File: src/rtl/suma_control_if.sv
// Keypad/adder/display bundle for suma_control.
interface suma_control_if;
  logic        key_valid;
  logic [3:0]  key_code;
  logic [12:0] resultado;
  logic [11:0] num1;
  logic [11:0] num2;
  logic [12:0] result;
  logic        result_valid;
  logic [12:0] display;
  logic        busy;
  logic [1:0]  state;

  modport master (
    output key_valid, key_code, resultado,
    input  num1, num2, result, result_valid, display, busy, state
  );

  modport slave (
    input  key_valid, key_code, resultado,
    output num1, num2, result, result_valid, display, busy, state
  );
endinterface

File: src/rtl/suma_control.sv
// Keypad calculator sequencer: builds two decimal operands, waits on the
// registered adder, then latches and shows the sum.
module suma_control #(
  parameter int unsigned DIGITS      = 3,
  parameter int unsigned ADD_LATENCY = 1
) (
  input  logic           clk,
  input  logic           rst,
  suma_control_if.slave  bus
);

  localparam int unsigned CNT_W  = $clog2(DIGITS + 1);
  localparam int unsigned WAIT_W = 3;
  localparam logic [3:0]  KEY_PLUS  = 4'hA;
  localparam logic [3:0]  KEY_EQ    = 4'hB;
  localparam logic [3:0]  KEY_CLEAR = 4'hC;

  typedef enum logic [1:0] {
    ENTER_A  = 2'd0,
    ENTER_B  = 2'd1,
    WAIT_SUM = 2'd2,
    SHOW     = 2'd3
  } state_e;

  state_e            state_q, state_d;
  logic [11:0]       num1_q, num1_d;
  logic [11:0]       num2_q, num2_d;
  logic [12:0]       result_q, result_d;
  logic              result_valid_q, result_valid_d;
  logic [CNT_W-1:0]  cnt_q, cnt_d;
  logic [WAIT_W-1:0] wait_q, wait_d;
  logic              busy_q, busy_d;
  logic [12:0]       display_q, display_d;

  logic        is_digit;
  logic        cnt_full;
  logic [11:0] digit_ext;
  logic [11:0] acc1;
  logic [11:0] acc2;

  // operand*10 + d as (op<<3) + (op<<1) + d
  always_comb begin
    is_digit  = bus.key_valid && (bus.key_code <= 4'd9);
    cnt_full  = (cnt_q >= CNT_W'(DIGITS));
    digit_ext = 12'(bus.key_code);
    acc1      = {num1_q[8:0], 3'b000} + {num1_q[10:0], 1'b0} + digit_ext;
    acc2      = {num2_q[8:0], 3'b000} + {num2_q[10:0], 1'b0} + digit_ext;
  end

  always_comb begin
    state_d        = state_q;
    num1_d         = num1_q;
    num2_d         = num2_q;
    result_d       = result_q;
    result_valid_d = result_valid_q;
    cnt_d          = cnt_q;
    wait_d         = wait_q;
    busy_d         = 1'b0;
    display_d      = 13'd0;

    unique case (state_q)
      ENTER_A: begin
        if (is_digit) begin
          if (!cnt_full) begin
            num1_d = acc1;
            cnt_d  = CNT_W'(cnt_q + 1'b1);
          end
        end else if (bus.key_valid && bus.key_code == KEY_PLUS) begin
          state_d = ENTER_B;
          cnt_d   = '0;
        end else if (bus.key_valid && bus.key_code == KEY_CLEAR) begin
          num1_d = '0;
          cnt_d  = '0;
        end
      end
      ENTER_B: begin
        if (is_digit) begin
          if (!cnt_full) begin
            num2_d = acc2;
            cnt_d  = CNT_W'(cnt_q + 1'b1);
          end
        end else if (bus.key_valid && bus.key_code == KEY_EQ) begin
          state_d = WAIT_SUM;
          wait_d  = WAIT_W'(ADD_LATENCY);
        end else if (bus.key_valid && bus.key_code == KEY_CLEAR) begin
          num1_d  = '0;
          num2_d  = '0;
          cnt_d   = '0;
          state_d = ENTER_A;
        end
      end
      WAIT_SUM: begin
        if (wait_q == '0) begin
          result_d       = bus.resultado;
          result_valid_d = 1'b1;
          state_d        = SHOW;
        end else begin
          wait_d = WAIT_W'(wait_q - 1'b1);
        end
      end
      SHOW: begin
        if (is_digit) begin
          num1_d         = digit_ext;
          num2_d         = '0;
          cnt_d          = CNT_W'(1);
          result_valid_d = 1'b0;
          state_d        = ENTER_A;
        end else if (bus.key_valid && bus.key_code == KEY_CLEAR) begin
          num1_d         = '0;
          num2_d         = '0;
          result_d       = '0;
          result_valid_d = 1'b0;
          cnt_d          = '0;
          state_d        = ENTER_A;
        end
      end
    endcase

    // Status outputs follow the state being entered so they stay aligned with it
    busy_d = (state_d == WAIT_SUM);
    unique case (state_d)
      ENTER_A:  display_d = 13'(num1_d);
      ENTER_B,
      WAIT_SUM: display_d = 13'(num2_d);
      SHOW:     display_d = result_d;
    endcase
  end

  always_ff @(posedge clk) begin
    if (!rst) begin
      state_q        <= ENTER_A;
      num1_q         <= '0;
      num2_q         <= '0;
      result_q       <= '0;
      result_valid_q <= 1'b0;
      cnt_q          <= '0;
      wait_q         <= '0;
      busy_q         <= 1'b0;
      display_q      <= '0;
    end else begin
      state_q        <= state_d;
      num1_q         <= num1_d;
      num2_q         <= num2_d;
      result_q       <= result_d;
      result_valid_q <= result_valid_d;
      cnt_q          <= cnt_d;
      wait_q         <= wait_d;
      busy_q         <= busy_d;
      display_q      <= display_d;
    end
  end

  assign bus.num1         = num1_q;
  assign bus.num2         = num2_q;
  assign bus.result       = result_q;
  assign bus.result_valid = result_valid_q;
  assign bus.display      = display_q;
  assign bus.busy         = busy_q;
  assign bus.state        = state_q;

endmodule

File: src/flat_wrapper.sv
// flat-port wrapper written by rule: the top's interface ports become plain ports
module suma_control_flat 
#(
  parameter int unsigned DIGITS      = 3,
  parameter int unsigned ADD_LATENCY = 1
)
  (clk, rst, bus_key_valid, bus_key_code, bus_resultado, bus_num1, bus_num2, bus_result, bus_result_valid, bus_display, bus_busy, bus_state);
  suma_control_if bus_i ();
  input  logic clk;
  input  logic rst;
  input wire logic [$bits(bus_i.key_valid)-1:0] bus_key_valid;
  input wire logic [$bits(bus_i.key_code)-1:0] bus_key_code;
  input wire logic [$bits(bus_i.resultado)-1:0] bus_resultado;
  output wire logic [$bits(bus_i.num1)-1:0] bus_num1;
  output wire logic [$bits(bus_i.num2)-1:0] bus_num2;
  output wire logic [$bits(bus_i.result)-1:0] bus_result;
  output wire logic [$bits(bus_i.result_valid)-1:0] bus_result_valid;
  output wire logic [$bits(bus_i.display)-1:0] bus_display;
  output wire logic [$bits(bus_i.busy)-1:0] bus_busy;
  output wire logic [$bits(bus_i.state)-1:0] bus_state;
  assign bus_i.key_valid = bus_key_valid;
  assign bus_i.key_code = bus_key_code;
  assign bus_i.resultado = bus_resultado;
  assign bus_num1 = bus_i.num1;
  assign bus_num2 = bus_i.num2;
  assign bus_result = bus_i.result;
  assign bus_result_valid = bus_i.result_valid;
  assign bus_display = bus_i.display;
  assign bus_busy = bus_i.busy;
  assign bus_state = bus_i.state;
  suma_control #(.DIGITS(DIGITS), .ADD_LATENCY(ADD_LATENCY)) u_core (.clk(clk), .rst(rst), .bus(bus_i));
endmodule
File: config.mk
export PLATFORM = sky130hd
export DESIGN_NAME = suma_control_flat
export DESIGN_NICKNAME = d
export VERILOG_FILES = /design/src/rtl/suma_control_if.sv /design/src/rtl/suma_control.sv /design/src/flat_wrapper.sv
export SDC_FILE = /design/constraint.sdc
export NUM_CORES = 1
export LEC_CHECK = 0
export CORE_UTILIZATION = 47
export CTS_CLUSTER_DIAMETER = 60
export DETAILED_ROUTE_END_ITERATION = 16
export GPL_TIMING_DRIVEN = 0
export HOLD_SLACK_MARGIN = 0.15
export PLACE_DENSITY = 0.82
export SLEW_MARGIN = 5
export SYNTH_ARGS = -nofsm -noshare
export SYNTH_HDL_FRONTEND = slang
export SYNTH_SLANG_ARGS = --single-unit
File: constraint.sdc
create_clock -name clk -period 3.3 [get_ports clk]
set_input_delay 0.825 -clock clk [delete_from_list [all_inputs] [get_ports clk]]
set_output_delay 0.825 -clock clk [all_outputs]
set_load 0.05 [all_outputs]
# Yosys cells after proc, flatten, opt, wreduce, memory -nomap -nowiden
# Cells that the tools add are included.
# op_classes
addsub	6
magnitude_cmp	2
n_eq_ne	15
n_mux	43
n_reduce_logical	14
# op_table
op	count
$mux W12	12
$mux W13	3
$pmux W13 S3	1
$pmux W12 S3	1
$mux W2	14
$pmux W13 S2	1
$add A12 B12 Y12	2
$add A12 B4 Y12	2
$pmux W12 S2	1
$eq A4 B4 Y1 const B	3
$mux W3	3
$eq A2 B2 Y1 const B	4
$pmux W2 S4	1
$pmux W2 S3	1
$pmux W3 S2	1
$eq A2 B1 Y1 const B	2
$le A4 B4 Y1 const B	1
$logic_and A1 B1 Y1	4
$logic_not A2 Y1	2
$ne A2 B1 Y1 const B	2
$ne A2 B2 Y1 const B	2
$reduce_and A4 Y1	1
$reduce_bool A2 Y1	2
$logic_not A3 Y1	1
11 further kinds	13
# totals
reg_bits	59
input_bits	20
output_inout_bits	54

# Logic depth before layout (Yosys ltp)
# Gate-level depths: netlist of the first run.
# logic_depth
word_depth	9
mapped_depth	15
depth_no_buf	13

# Worst setup path before layout of the first run
# OpenSTA, ideal clock, no wires.
# synth_path
path_kind	input to register
start	input port bus_key_code[2]
end	register u_core.display_q[0], in the netlist u_core.bus.display[0]
t_arrival_ns	3.146
path_slack_ns	0.032
path_stages	13
cell_sequence	buf_2 -> nand4b_1 -> or2_2 -> a31oi_1 -> o21ai_0 -> a21boi_0 -> inv_1 -> ha_1 -> clkbuf_1 -> nor2b_1 -> and2_1 -> a22o_1 -> a221o_1
# synth_between
elab_chain_cells	9
elab_cells_between_ends	36
classes_between	1 x order compare; 6 x eq/ne; 23 x mux; 6 x reduce/logical
# synth_lines
element	line	text
from (decl)	flat_wrapper.sv:12	input wire logic [$bits(bus_i.key_code)-1:0] bus_key_code;
$eq A4 B4 Y1	suma_control.sv:85, suma_control.sv:108	
$logic_and A1 B1 Y1	suma_control.sv:85, suma_control.sv:108	
$mux W2	suma_control.sv:85, suma_control.sv:108	
$mux W2	suma_control.sv:82	end else if (bus.key_valid && bus.key_code == KEY_EQ) begin
$mux W2	suma_control.sv:77	if (is_digit) begin
$pmux W2 S4 (*)	suma_control.sv:61	unique case (state_q)
named net u_core.state_d[0]	suma_control.sv:25	state_e state_q, state_d;
$eq A2 B1 Y1 or $eq A2 B2 Y1 (tied branches)	suma_control.sv:121	unique case (state_d)
$reduce_or A2 Y1	suma_control.sv:121	
$pmux W13 S3 (*)	suma_control.sv:121	
to (signal assigned)	suma_control.sv:149	display_q <= display_d;
to (decl)	suma_control.sv:33	logic [12:0] display_q, display_d;
# Mark *: on every way through the listed nets, which the timed path passes. The rest lies on a longest branch.
# A chain may end at the register's enable or synchronous reset.

# Final worst setup path of the first run
# Ends and elaborated chain as after synthesis.

==> results of run 1 <==
## logic make-up after synthesis
group,count (synthesis)
fa+ha+maj,45
buf+inv,37
xor+xnor,17
mux,3
flops,59
compound gates,133
simple gates,136
## layout by cell type (no fill, tap or decap), drive strengths merged, types with 6 or more instances in the layout
| cell | netlist | routed |
|---|---|---|
| nor2 | 52 | 52 |
| xnor2 | 13 | 13 |
| nand2 | 29 | 29 |
| nor3 | 8 | 8 |
| inv | 17 | 17 |
| buf | 4 | 13 |
| ha | 41 | 41 |
| a21oi | 22 | 22 |
| a22o | 9 | 9 |
| a211oi | 10 | 10 |
| a22oi | 17 | 17 |
| and2 | 19 | 19 |
| nand3 | 6 | 6 |
| o21ai | 23 | 23 |
| dfxtp | 59 | 59 |
| clkdlybuf4s50 | 0 | 68 |
| clkbuf | 16 | 27 |
| a31oi | 6 | 6 |
| a221o | 6 | 6 |
## layout make-up
cell class              instances  area (um2)  share of cell area, %
plain buffers                  19        90.1                   1.83
well taps                     102         128                   2.60
clock inverters                 4        98.8                   2.01
inverters                      17        63.8                   1.30
repair buffers                 80         776                   15.8
clock buffers                  12         135                   2.75
flip-flops and latches         59        1180                   24.0
multi-input cells             334        2440                   49.7
## power by group through the flow
stage | clock network [mW] | logic (mW) | registers, mW
final | 0.792 | 0.342 | 0.756
after global routing | 0.823 | 0.364 | 0.759
after CTS | 0.795 | 0.335 | 0.756
after detailed placement | 0 | 0.329 | 0.772
after global placement | 0 | 0.323 | 0.771
after floorplan | 0 | 0.147 | 0.838
## worst max-delay path, delay by kind of cell
kind            cells  cell delay [ns]
buf+inv             6             1.07
simple gates        4             0.67
compound gates      3             0.66
fa+ha+maj           1             0.20
## worst max path at each step
| stage | cells after the start | from | to | slack (ns) |
|---|---|---|---|---|
| after floorplan | 13 | bus_key_code[2] | u_core.bus.display[0]$_SDFF_PN0_ | 0.03 |
| after global placement | 14 | bus_key_code[2] | u_core.bus.display[0]$_SDFF_PN0_ | -1.0 |
| after detailed placement | 14 | bus_key_code[2] | u_core.bus.display[0]$_SDFF_PN0_ | -1.03 |
| after CTS | 12 | bus_key_code[2] | u_core.bus.display[0]$_SDFF_PN0_ | 0.02 |
| after global routing | 12 | bus_key_code[2] | u_core.bus.display[3]$_SDFF_PN0_ | 0.002 |
| final | 14 | bus_key_code[2] | u_core.bus.display[0]$_SDFF_PN0_ | 0.09 |
## synthesized netlist by cell type (9+ instances only)
cell type / n / area (um2)
sky130_fd_sc_hd__nor2_1: 52 / 195
sky130_fd_sc_hd__dfxtp_1: 59 / 1180
sky130_fd_sc_hd__clkbuf_1: 15 / 56.3
sky130_fd_sc_hd__a211oi_1: 10 / 75.1
sky130_fd_sc_hd__a22oi_1: 17 / 128
sky130_fd_sc_hd__xnor2_1: 13 / 114
sky130_fd_sc_hd__nand2_1: 29 / 109
sky130_fd_sc_hd__a22o_1: 9 / 78.8
sky130_fd_sc_hd__a21oi_1: 21 / 105
sky130_fd_sc_hd__and2_1: 18 / 113
sky130_fd_sc_hd__inv_1: 17 / 63.8
sky130_fd_sc_hd__o21ai_0: 21 / 105
sky130_fd_sc_hd__ha_1: 41 / 513
## what timing repair did
item | 4_1_cts | 5_1_grt
pin swaps | 3 | 2
buffers inserted | 5 | 3
setup endpoints to repair | 21 | 8
resized for setup | 14 | 10
## registers in the layout (all words and copies together) (netlist names)
register	flops
u_core.bus.result_valid	1
u_core.bus.busy	1
u_core.bus.display	13
u_core.cnt_q	2
u_core.wait_q	3
u_core.bus.state	2
u_core.bus.num1	12
u_core.bus.result	13
u_core.bus.num2	12
## per-stage QoR
step	std cells	TNS, ns	utilization, %
global route	627	0	63.9
finish	627	0	63.9
global placement	604	-14.28	59.5
detailed placement	604	-14.74	59.5
CTS	624	0	63.3
floorplan	430	0	-
## routing by layer
layer,vias up,global-route usage [%],part of all wire [%]
met5,-,0,0
met4,0,9.92,2.3
met3,27,6.37,8.6
met2,189,45.6,47
met1,1776,35.6,42
li1,1760,-,-
==> out/qor.txt, run 1 <==
=================================================================================
Xor and xnor area share after synthesis ............................        4.00%
Leak ...............................................................      2.03 nW
Data required time at the worst endpoint ...........................      3.52 ns
Mean routed wirelength per cell ....................................      17.8 um
Proportion of layout cells with a drive suffix above 1 .............        8.95%
CP Data Arrival Time ...............................................      3.43 ns
Worst vdd ir .......................................................     0.359 mV
Worst-path cell with the longest stage delay ....................... sky130_fd_sc_hd__dlygate4sd2_1
Clock period minus worst slack .....................................      3.21 ns
Top-Level Pins .....................................................           74
Final Cycle Share ..................................................        97.2%
Register bit total from synthesis ..................................           59
Starting density of the core .......................................        48.5%
1st-iter DRT viols .................................................          282
Layout area overhead ...............................................        31.9%
Clock skew after layout ............................................   0.00370 ns
Die height .........................................................      91.0 um
Count of final max-slew check failures .............................            0
Final non-filler cell area .........................................     4910 um2
Part of the Yosys area used for sequential elements ................        31.7%
Number of nets in the layout .......................................          585
Crit-path cells .................................................... dlygate4sd2_1, buf_6, nand4b_1, or2_4, buf_4, nor2_1, o21a_1, inv_1, ha_4, buf_4, inv_1, nor2_1, a22o_1, a221o_1
Launching point of the worst reg2reg path .......................... u_core.wait_q[0]$_SDFFE_PN0P_
Number of flops mapped to enable cells by yosys ....................            0
Pin slew with the least headroom to its limit ......................     0.684 ns
Summed instance area of the synthesized netlist ....................     3720 um2
Post-Syn Nets ......................................................          495
First-pass GRT wire length .........................................    18,000 um
Fill cells .........................................................          658
Register clock-pin slew on the reported worst setup and hold paths .      0.06 ns
Total clock sinks ..................................................           59
Worst-Skew Late Latency ............................................      0.34 ns
Maximum fanout count along the critical path .......................           10
Maximum number of pins on one net before global-route repair .......           11
RSZ-0062 raised after global routing ...............................         true
Aggregate global-route resource usage ..............................        27.8%
DIE WIDTH ..........................................................      91.0 um
HP Class ........................................................... flop to flop
Flop-to-flop setup slack ...........................................      0.35 ns
# port buffers .....................................................           72
Sequential cell fraction of total power ............................        40.0%
Cells after synthesis ..............................................          430
Highest clock rate .................................................      312 MHz
Power dissipated by switching net loads ............................       519 uW
Logic gate share of total power ....................................        18.1%
Number of cell instances on the worst register-to-register path ....           14
TritonCTS buffer count .............................................            9
Global route overflow ..............................................            0
Status ............................................................. complete, no violations
Min-Delay Startpoint ............................................... u_core.wait_q[1]$_SDFFE_PN0P_
Final RePlAce weighted congestion ..................................        0.903
DRC Markers ........................................................            0
Post-Synth Adder-Cell Area .........................................        15.9%
Mux share of post-synthesis cell area ..............................       0.974%
Die area ...........................................................     8290 um2
Max incr delay on CP ...............................................      0.31 ns
Post-synthesis area per instance ...................................     8.66 um2
Via count of the first global-routing pass .........................        3,576
Number of iterations in the first detailed-routing pass ............            5
# Max-Cap Violations ...............................................            0
Number of antenna violations at the first check in global routing ..            0
Clock Tree Buf Depth ...............................................            2
YS warnings ........................................................            0
Core footprint .....................................................     7690 um2
Post-synthesis simple-gate area fraction ...........................        17.6%
Number of levels in the clock H-tree ...............................            3
Fin. Hold Viols ....................................................            0
Clock group share of total power ...................................        41.9%
Hold-fix buffers at CTS ............................................            0
Final-report setup violation count .................................            0
Internal power summed over all cells ...............................      1.37 mW
Smallest setup slack after layout ..................................    0.0928 ns
Number of vias in the routed layout ................................        3,752
Post-detailed-placement half-perimeter wirelength ..................      8410 um
Complex-gate fraction of the synthesized area ......................        25.8%
Synth async-reset ratio ............................................           0%
Endpoint of the worst-slack reg-to-reg timing path ................. u_core.bus.display[0]$_SDFF_PN0_
Synth unique cells .................................................           63
Via/cell ratio .....................................................         5.98
Combinational family with the most area after synthesis ............ compound AO/OA/AOI/OAI gates
Routed wire length .................................................    11,100 um
Hold WS ............................................................     0.505 ns
Switching part of the total ........................................        27.4%
Antenna fix cells ..................................................            0
Root buf cell ...................................................... sky130_fd_sc_hd__clkbuf_8
Critical setup path kind ........................................... input pin to flop
Crit path capture type .............................................         flop
Pwr dens ...........................................................   385 nW/um2
Top flip-flop cell by instance count after synthesis ............... sky130_fd_sc_hd__dfxtp_1
Post-placement worst setup slack ...................................     -1.03 ns
Type of origin of the critical path ................................    input pin
Number of rows created at floorplan ................................           32
Post-Place Cell Area ...............................................     4570 um2
Total chip power ...................................................      1.89 mW
Tightest slew margin relative to the limit .........................        54.2%
CTS tree ...........................................................         done
Hold Path End ...................................................... u_core.wait_q[1]$_SDFFE_PN0P_
ANT nets after route ...............................................            0
Depth of the worst hold-timing path ................................            2
=================================================================================
(Power assumes the default switching activity.)
==> inputs of run 2 (changes only) <==
--- a/config.mk
+++ b/config.mk
@@ -5,8 +5,9 @@
 export SDC_FILE = /design/constraint.sdc
 export NUM_CORES = 1
 export LEC_CHECK = 0
+export CORE_MARGIN = 2
 export CORE_UTILIZATION = 47
-export CTS_CLUSTER_DIAMETER = 60
+export CTS_CLUSTER_DIAMETER = 40
 export DETAILED_ROUTE_END_ITERATION = 16
 export GPL_TIMING_DRIVEN = 0
 export HOLD_SLACK_MARGIN = 0.15
==> run 2 against run 1 <==
Sequential share of layout area increased by 0.39 points. Die area increased by 4.4%. Flip-flop and latch count unchanged. First-iteration DRC count increased by 3.5%. Clock-buffer cell count unchanged. Via count increased by 1.2%. Total power decreased by 9.6%. Combinational power about the same. Clock power decreased by 23%. Maximum frequency decreased by 0.38%. Wire length increased by 1.7%. Non-clock buffer count decreased by 2.
==> out/qor.txt, run 2 (same netlist as run 1, synthesis figures left out) <==
=================================================================================
Status ............................................................. complete, no violations   unchanged
DRC Markers ........................................................            0   unchanged
HP Class ........................................................... flop to flop   unchanged
Power dissipated by switching net loads ............................       531 uW   was 519 uW
Number of rows created at floorplan ................................           32   unchanged
Count of final max-slew check failures .............................            0   unchanged
Final-report setup violation count .................................            0   unchanged
Critical setup path kind ........................................... input pin to flop   unchanged
Crit path capture type .............................................         flop   unchanged
Type of origin of the critical path ................................    input pin   unchanged
Total clock sinks ..................................................           59   unchanged
Number of levels in the clock H-tree ...............................            3   unchanged
# Max-Cap Violations ...............................................            0   unchanged
Finished Core Util .................................................        62.9%   was 63.9%
Highest clock rate .................................................      311 MHz   was 312 MHz
Switching part of the total ........................................        31.1%   was 27.4%
Maximum number of pins on one net before global-route repair .......           11   unchanged
Antenna fix cells ..................................................            0   unchanged
First-pass GRT wire length .........................................    17,600 um   was 18,000 um
Number of antenna violations at the first check in global routing ..            0   unchanged
Data required time at the worst endpoint ...........................      3.53 ns   was 3.52 ns
Fill cells .........................................................          665   was 658
Final RePlAce weighted congestion ..................................        0.924   was 0.903
Tightest slew margin relative to the limit .........................        50.6%   was 54.2%
1st-iter DRT viols .................................................          292   was 282
Top-Level Pins .....................................................           74   unchanged
Core footprint .....................................................     7690 um2   unchanged
Via/cell ratio .....................................................         6.07   was 5.98
Total chip power ...................................................      1.71 mW   was 1.89 mW
Worst-Skew Late Latency ............................................      0.35 ns   was 0.34 ns
Starting density of the core .......................................        48.5%   unchanged
Mean routed wirelength per cell ....................................      18.1 um   was 17.8 um
Leading cell type in the layout, fill and taps excluded ............ sky130_fd_sc_hd__clkdlybuf4s50_1   unchanged
Die height .........................................................      93.0 um   was 91.0 um
Sequential cell fraction of total power ............................        44.2%   was 40.0%
Post-placement worst setup slack ...................................     -1.04 ns   was -1.03 ns
Number of nets in the layout .......................................          583   was 585
CTS tree ...........................................................         done   unchanged
Clock group share of total power ...................................        35.7%   was 41.9%
WP buf/inv .........................................................            2   was 6
Aggregate global-route resource usage ..............................        26.2%   was 27.8%
Internal power summed over all cells ...............................      1.18 mW   was 1.37 mW
Highest-count cells in the layout ignoring fill and taps ........... 68 x sky130_fd_sc_hd__clkdlybuf4s50_1, 59 x sky130_fd_sc_hd__dfxtp_1, 52 x sky130_fd_sc_hd__nor2_1   unchanged
Hold WS ............................................................     0.498 ns   was 0.505 ns
Leak ...............................................................      2.00 nW   was 2.03 nW
Crit-path cells .................................................... dlygate4sd2_1, buf_4, nand4b_1, or2_4, a31oi_1, o21ai_0, a21boi_1, ha_2, nor2b_2, and2_4, a22o_1, a221o_1   was dlygate4sd2_1, buf_6, nand4b_1, or2_4, buf_4, nor2_1, o21a_1, inv_1, ha_4, buf_4, inv_1, nor2_1, a22o_1, a221o_1
Fin. Hold Viols ....................................................            0   unchanged
Logic gate share of total power ....................................        20.1%   was 18.1%
Summed negative setup slack over all endpoints .....................         0 ns   unchanged
Clock skew after layout ............................................   0.00621 ns   was 0.00370 ns
Pwr dens ...........................................................   353 nW/um2   was 385 nW/um2
Worst-path cell with the longest stage delay ....................... sky130_fd_sc_hd__dlygate4sd2_1   unchanged
Die area ...........................................................     8650 um2   was 8290 um2
Smallest setup slack after layout ..................................    0.0804 ns   was 0.0928 ns
Number of vias in the routed layout ................................        3,796   was 3,752
Register clock-pin slew on the reported worst setup and hold paths .      0.07 ns   was 0.06 ns
Layout area overhead ...............................................        29.8%   was 31.9%
Routed wire length .................................................    11,300 um   was 11,100 um
TritonCTS buffer count .............................................            9   unchanged
Kind of cell with the highest combined delay on the critical path .. compound AO/OA/AOI/OAI gates   was buffers and inverters
ANT nets after route ...............................................            0   unchanged
Post-detailed-placement half-perimeter wirelength ..................      8560 um   was 8410 um
CP Data Arrival Time ...............................................      3.45 ns   was 3.43 ns
Number of iterations in the first detailed-routing pass ............            6   was 5
# port buffers .....................................................           72   unchanged
Final Cycle Share ..................................................        97.6%   was 97.2%
Root buf cell ...................................................... sky130_fd_sc_hd__clkbuf_8   unchanged
DIE WIDTH ..........................................................      93.0 um   was 91.0 um
Maximum fanout count along the critical path .......................           10   unchanged
Clock period minus worst slack .....................................      3.22 ns   was 3.21 ns
Max incr delay on CP ...............................................      0.30 ns   was 0.31 ns
Global route overflow ..............................................            0   unchanged
Proportion of layout cells with a drive suffix above 1 .............        8.60%   was 8.95%
Worst vdd ir .......................................................     0.248 mV   was 0.359 mV
Clock Tree Buf Depth ...............................................            2   unchanged
Pin slew with the least headroom to its limit ......................     0.738 ns   was 0.684 ns
Via count of the first global-routing pass .........................        3,499   was 3,576
=================================================================================
run 2: changes by cell type in the layout (fill, tap and decap cells not counted), moves of 2 or more:
cell / change
sky130_fd_sc_hd__bufinv_16: -3
sky130_fd_sc_hd__clkbuf_8: +2
sky130_fd_sc_hd__clkbuf_1: -2
sky130_fd_sc_hd__clkinv_2: +2
sky130_fd_sc_hd__clkinvlp_4: +2
run 2: stage by stage:
| stage | instances | instance area, um2 |
|---|---|---|
| after detailed placement | 604 | 4570 |
| final | 625 | 4830 |
| after global routing | 625 | 4830 |
| after CTS | 623 | 4800 |
| after global placement | 604 | 4570 |
| after floorplan | 430 | 3720 |
run 2: layout make-up:
cell class	count	area (um2)	share of cell area (%)
clock buffers	12	155	3.21
clock inverters	4	25.0	0.518
inverters	17	63.8	1.32
multi-input cells	334	2430	50.3
plain buffers	19	86.3	1.79
repair buffers	78	763	15.8
well taps	102	128	2.64
flip-flops and latches	59	1180	24.4
run 2: metal layers:
metal	track usage, %	vias up	routed length, um
met2	40.5	207	5120
met4	9.68	0	314
met3	6.85	32	942
li1	-	1756	-
met5	0	-	0
met1	35.4	1801	4970
run 2: worst paths after layout:
| path | slack (ns) | startpoint | endpoint | cells after the start |
|---|---|---|---|---|
| min | 0.50 | u_core.cnt_q[0]$_SDFFE_PN0P_ | u_core.cnt_q[1]$_SDFFE_PN0P_ | 2 |
| min reg2reg | 0.50 | u_core.cnt_q[0]$_SDFFE_PN0P_ | u_core.cnt_q[1]$_SDFFE_PN0P_ | 2 |
| max | 0.08 | bus_key_code[2] | u_core.bus.display[0]$_SDFF_PN0_ | 12 |
| max reg2reg | 0.30 | u_core.wait_q[0]$_SDFFE_PN0P_ | u_core.bus.display[0]$_SDFF_PN0_ | 14 |
run 2: what timing repair did:
action                     in CTS  in global routing
hold buffers                    0                  0
setup endpoints to repair      21                  7
pin swaps                       3                  1
resized for setup              15                  7
setup buffers                   4                  2
run 2: power groups by stage:
stage / Combinational, mW / Sequential [mW] / Clock (mW)
5_1_grt: 0.367 / 0.757 / 0.643
6_report: 0.344 / 0.755 / 0.610
3_5_place_dp: 0.332 / 0.771 / 0
3_3_place_gp: 0.324 / 0.771 / 0
2_1_floorplan: 0.147 / 0.838 / 0
4_1_cts: 0.337 / 0.755 / 0.610
run 2: worst register-to-register path, stage by stage, from the launching register on:
cell	delay, ns
sky130_fd_sc_hd__dfxtp_1	0.33
sky130_fd_sc_hd__inv_1	0.10
sky130_fd_sc_hd__ha_1	0.18
sky130_fd_sc_hd__nor4bb_1	0.21
sky130_fd_sc_hd__clkbuf_1	0.37
sky130_fd_sc_hd__a31oi_1	0.09
sky130_fd_sc_hd__nand2b_1	0.16
sky130_fd_sc_hd__a21boi_1	0.23
sky130_fd_sc_hd__inv_1	0.13
sky130_fd_sc_hd__ha_4	0.21
sky130_fd_sc_hd__buf_4	0.16
sky130_fd_sc_hd__inv_1	0.16
sky130_fd_sc_hd__nor2_1	0.08
sky130_fd_sc_hd__a22o_1	0.18
sky130_fd_sc_hd__a221o_1	0.30
==> inputs of run 3 (changes only) <==
--- a/config.mk
+++ b/config.mk
@@ -5,6 +5,7 @@
 export SDC_FILE = /design/constraint.sdc
 export NUM_CORES = 1
 export LEC_CHECK = 0
+export CAP_MARGIN = 5
 export CORE_MARGIN = 2
 export CORE_UTILIZATION = 47
 export CTS_CLUSTER_DIAMETER = 40
==> results of run 3 <==
No change in the layout: final DEF, timing and power equal those of run 2.
